## src/rtl/game_ctrl.sv

```systemverilog
// Bomb-game supervisor: arms on start, counts strikes, drives timer/buzzer/dot, ends defused or exploded.
// Latency: every output is registered and reflects its inputs one Clk after they are sampled.
// Backpressure: none; strike and tick pulses are consumed on the cycle they arrive.
module game_ctrl #(
    parameter int N_MOD       = 4,
    parameter int MAX_STRIKES = 3,
    parameter int BUZZ_LEN    = 250
) (
    input  logic             Clk,
    input  logic             reset,
    input  logic             start,
    input  logic             tick,
    input  logic             over,
    input  logic [N_MOD-1:0] solved,
    input  logic [N_MOD-1:0] strike,
    output logic             timer_en,
    output logic             timer_rst_n,
    output logic [1:0]       strikes,
    output logic [1:0]       state,
    output logic             buzz,
    output logic             dot
);
    typedef enum logic [1:0] {
        IDLE     = 2'b00,
        ARMED    = 2'b01,
        DEFUSED  = 2'b10,
        EXPLODED = 2'b11
    } state_t;

    // Sum must hold the current count (<=3) plus every module striking at once.
    localparam int SUMW = $clog2(N_MOD + 4) + 1;
    localparam int BW   = $clog2(BUZZ_LEN + 1);

    state_t          gstate;
    logic            start_q;
    logic [BW-1:0]   buzz_cnt;
    logic            start_edge;
    logic [SUMW-1:0] hits;
    logic [SUMW-1:0] total;
    logic [1:0]      strikes_sat;
    logic            boom;
    logic            clear;

    assign start_edge = start & ~start_q;
    assign state      = gstate;

    always_comb begin
        hits = '0;
        for (int i = 0; i < N_MOD; i++) begin
            hits = hits + SUMW'(strike[i]);
        end
        total = hits + SUMW'(strikes);
    end

    assign strikes_sat = (total >= SUMW'(MAX_STRIKES)) ? 2'(MAX_STRIKES) : total[1:0];
    assign boom        = (total >= SUMW'(MAX_STRIKES)) | over;
    assign clear       = &solved;

    always_ff @(posedge Clk or negedge reset) begin
        if (!reset) begin
            gstate      <= IDLE;
            start_q     <= 1'b0;
            timer_en    <= 1'b0;
            timer_rst_n <= 1'b0;
            strikes     <= 2'b00;
            buzz        <= 1'b0;
            dot         <= 1'b0;
            buzz_cnt    <= '0;
        end else begin
            start_q  <= start;
            timer_en <= 1'b0;
            unique case (gstate)
                IDLE: begin
                    if (start_edge) begin
                        gstate      <= ARMED;
                        timer_rst_n <= 1'b1;
                        timer_en    <= tick;
                        dot         <= 1'b0;
                    end
                end
                ARMED: begin
                    strikes <= strikes_sat;
                    if (boom) begin
                        gstate   <= EXPLODED;
                        buzz     <= 1'b1;
                        dot      <= 1'b1;
                        buzz_cnt <= '0;
                    end else if (clear) begin
                        gstate   <= DEFUSED;
                        buzz     <= 1'b0;
                        dot      <= 1'b0;
                        buzz_cnt <= '0;
                    end else begin
                        // timer_en is only raised while staying armed, so a final tick is dropped.
                        timer_en <= tick;
                        if (tick) begin
                            dot <= ~dot;
                        end
                        if (|strike) begin
                            buzz_cnt <= BW'(BUZZ_LEN);
                            buzz     <= 1'b1;
                        end else if (buzz_cnt != '0) begin
                            buzz_cnt <= buzz_cnt - 1'b1;
                            buzz     <= (buzz_cnt != BW'(1));
                        end
                    end
                end
                DEFUSED, EXPLODED: begin
                    if (start_edge) begin
                        gstate      <= IDLE;
                        timer_rst_n <= 1'b0;
                        strikes     <= 2'b00;
                        buzz        <= 1'b0;
                        dot         <= 1'b0;
                        buzz_cnt    <= '0;
                    end
                end
                default: gstate <= IDLE;
            endcase
        end
    end
endmodule

```

## config.mk

```make
export PLATFORM = sky130hd
export DESIGN_NAME = game_ctrl
export DESIGN_NICKNAME = d
export VERILOG_FILES = /design/src/rtl/game_ctrl.sv
export SDC_FILE = /design/constraint.sdc
export NUM_CORES = 1
export LEC_CHECK = 0
export ABC_AREA = 1
export CORE_MARGIN = 5
export CORE_UTILIZATION = 40
export DETAILED_ROUTE_END_ITERATION = 8
export GPL_ROUTABILITY_DRIVEN = 1
export HOLD_SLACK_MARGIN = 0.05
export PLACE_DENSITY = 0.68
export SYNTH_ARGS = -nofsm -noshare
export SYNTH_HDL_FRONTEND = slang
export SYNTH_SLANG_ARGS = --single-unit
```

## constraint.sdc

```tcl
create_clock -name Clk -period 2 [get_ports Clk]
set_clock_uncertainty 0.1 [all_clocks]
set_input_delay 0.2 -clock Clk [delete_from_list [all_inputs] [get_ports Clk]]
set_output_delay 0.2 -clock Clk [all_outputs]
set_load 0.01 [all_outputs]
```

==> flow_metrics.tcl <==
set metrics [dict create \
    placed_area_um2 1500 \
    antenna_cells 0 \
    finalNonFillerCells 228 \
    via_per_inst 5.19 \
    timing.final.crit_share 1.14 \
    dpl.hpwl_um 2060 \
    clkLatencyLatePin_ps 290 \
    totalWireLength_um 3000 \
    critPathKind "in -> reg" \
    peakVddDrop_uv 692 \
    fin_area_um2 1730 \
    ctsHtreeMaxLevel 1 \
    nFillCells 266 \
    synth_area_um2 1210 \
    fp.dieW_um 65.1 \
    tightest_slew_ps 670 \
    portBuffers 20 \
    layout.core_utilization 0.581 \
    core-area_um2 2980 \
    grt.overflow.total 0 \
    r2r_cells 11 \
    drive_gt1_frac 0.379 \
    drtIter0Drc 26 \
    slowest_delay_ps 550 \
    worst_path_max_delay_cell "fa_1" \
    ys_ff_latch 17 \
    power_density_nw_per_um2 1410 \
    violations "negative setup slack" \
    antenna_found_initial 0 \
    synth_warnings 0 \
    seq_area_frac_synth 0.351 \
    critical_path.top_delay_family "adder cells" \
    cp.arrival_ps 2400 \
    clkSlewWorstSetupHoldPaths_ps 110 \
    rrSetupSlack_ps -200 \
    fmax_ghz 0.441 \
    grt_use_total 0.151 \
    final_nets 216 \
    timing.rr.start "strikes[0]" \
    die_area_um2 4230 \
    cts-buffers-inserted 3 \
    grt_pass1_vias 1213 \
    area_growth_pct 42.7 \
    critPathBufInv 3 \
    synth.top_cell.area_share 0.351 \
    die_h_um 65.1 \
    yosys.area.top_type "dfrtp_1" \
    ys_types 22 \
    io_pins 21 \
    cp_max_fo 4 \
    firstDrtPassIters 4 \
    vias 1183 \
    status "finished with violations" \
    hold_violations 0 \
    regArea_um2 425 \
    drc 0 \
    grt_pass1_wl_um 5150 \
    holdWs_ps 124 \
    finalCriticalPeriod_ps 2270 \
    multi_input_area_um2 818 \
    rsz0062_at_grt "true" \
    grt_max_degree 18 \
    setup.worst_path.end_class "flop" \
    synthCells 157 \
    wl_per_cell_um 13.2 \
    cp.required_ps 2130 \
    min-delay-path-class "in -> async" \
    cts_tree "done" \
    reg2reg_to "buzz_cnt[2]" \
    p_leak_nw 0.850 \
    start_kind "input pin" \
    setup_viol 13 \
    setup_ws_ps -270 \
    clk_path_buf_depth 2 \
    clockRootBuffer "clkbuf_4" \
    yosys-top-cells-area "dfrtp_1 (35%), nand2_1 (11%), inv_1 (7.4%)" \
    synthesis.nets 177 \
    gp_congestion 0.789 \
    num_rows 20 \
    crit_chain "buf_6, fa_1, fa_2, inv_2, fa_1, inv_2, nand2_2, nand3_4, nor3_4, nand2_4, nand2_4, nand2_2, o21ai_2" \
    antenna_left 0 \
    avgSynthCellArea_um2 7.72 \
    timing.setup.tns_ps -2810 \
    drv_slew 0 \
    slew_headroom 0.553 \
    place_inst 217 \
    start_util 0.407 \
    cap_viol_max_count 0 \
    cts_sinks 17 \
]
[cells by family (layout without fill, tap and decap cells)]
family | Yosys count | after routing | synth area share
and+or+nand+nor | 81 | 84 | 0.332
buffers and inverters | 28 | 63 | 0.100
AOI/OAI and AO/OA | 23 | 23 | 0.119
DFF | 17 | 17 | 0.351
adders and majority gates | 7 | 7 | 0.0908
xor gates and xnor gates | 1 | 1 | 0.00723
[Yosys cell counts]
cell / count
nand4_1: 1
o21ai_2: 7
a21oi_1: 4
inv_2: 3
inv_1: 24
nand3_1: 13
o21ai_1: 1
nor2_1: 14
buf_12: 1
o21ai_0: 10
nor2_2: 4
ha_1: 4
nand2_4: 2
nand2_1: 36
dfrtp_1: 17
nor3_4: 1
nand3_2: 1
nand2_2: 8
nor2_8: 1
xor2_1: 1
fa_1: 3
o21a_1: 1
[what timing repair did]
| item | CTS | global route |
|---|---|---|
| gates cloned | 3 | 0 |
| endpoints found under the setup margin | 14 | 13 |
| hold buffers | 0 | 0 |
| pin swaps | 12 | 15 |
| buffers inserted | 2 | 4 |
| gates resized for setup | 31 | 23 |
[placed cells by master (no fill, tap or decap), types with 2 or more instances in the layout]
master,netlist,layout
clkbuf_4,0,3
o21ai_2,7,10
inv_2,3,5
nand3_2,1,3
buf_4,0,9
a21oi_1,4,2
buf_6,0,5
nand2_4,2,7
nand3_1,13,10
nor2_2,4,3
o21ai_0,10,7
inv_1,24,21
fa_1,3,2
ha_1,4,4
a21oi_2,0,2
nand2_8,0,2
nand2_2,8,17
nor2_1,14,14
nand2_1,36,23
dfrtp_1,17,17
clkdlybuf4s50_1,0,17
[power breakdown]
| part | leakage [nW] | total [mW] | switching [mW] | internal, mW |
|---|---|---|---|---|
| registers | 0.221 | 0.632 | 0.155 | 0.477 |
| logic | 0.611 | 1.62 | 0.947 | 0.673 |
| clock network | 0.0177 | 0.193 | 0.119 | 0.0744 |
| total | 0.850 | 2.45 | 1.22 | 1.22 |
[layer usage]
| metal | routed length [µm] | vias up | global-route usage |
|---|---|---|---|
| met1 | 1190 | 579 | 0.174 |
| met5 | 0 | - | 0 |
| met3 | 101 | 8 | 0.0173 |
| met4 | 63 | 0 | 0.0492 |
| met2 | 1640 | 26 | 0.287 |
| li1 | - | 570 | - |
[worst max-delay path by stage]
stage,startpoint,end,slack (ps),cells after the start
3_5_place_dp,strike[0],buzz,-1020,12
6_report,strike[0],buzz_cnt[2],-270,13
3_3_place_gp,strike[0],buzz,-920,12
4_1_cts,strike[3],buzz_cnt[5],-390,13
2_1_floorplan,strike[0],buzz_cnt[2],-360,13
5_1_grt,strike[0],buzz_cnt[2],-370,13
[flip-flops by register name, summed over array words and instances (netlist names)]
register / count
timer_en: 1
buzz: 1
timer_rst_n: 1
dot: 1
state: 2
strikes: 2
buzz_cnt: 8
start_q: 1
[final cells by class]
class | instances | share of cell area
Multi-Input combinational cell | 115 | 0.473
Sequential cell | 17 | 0.246
Timing Repair Buffer | 32 | 0.181
Inverter | 27 | 0.0600
Tap cell | 33 | 0.0239
Clock buffer | 3 | 0.0130
Clock inverter | 1 | 0.00289
[stage by stage]
step / power, mW / worst slack, ps
after floorplan: 1.53 / -361
after global placement: 1.84 / -916
after detailed placement: 1.87 / -1020
after CTS: 2.26 / -394
after global routing: 2.66 / -374
final: 2.45 / -270
(Power assumes the default switching activity.)
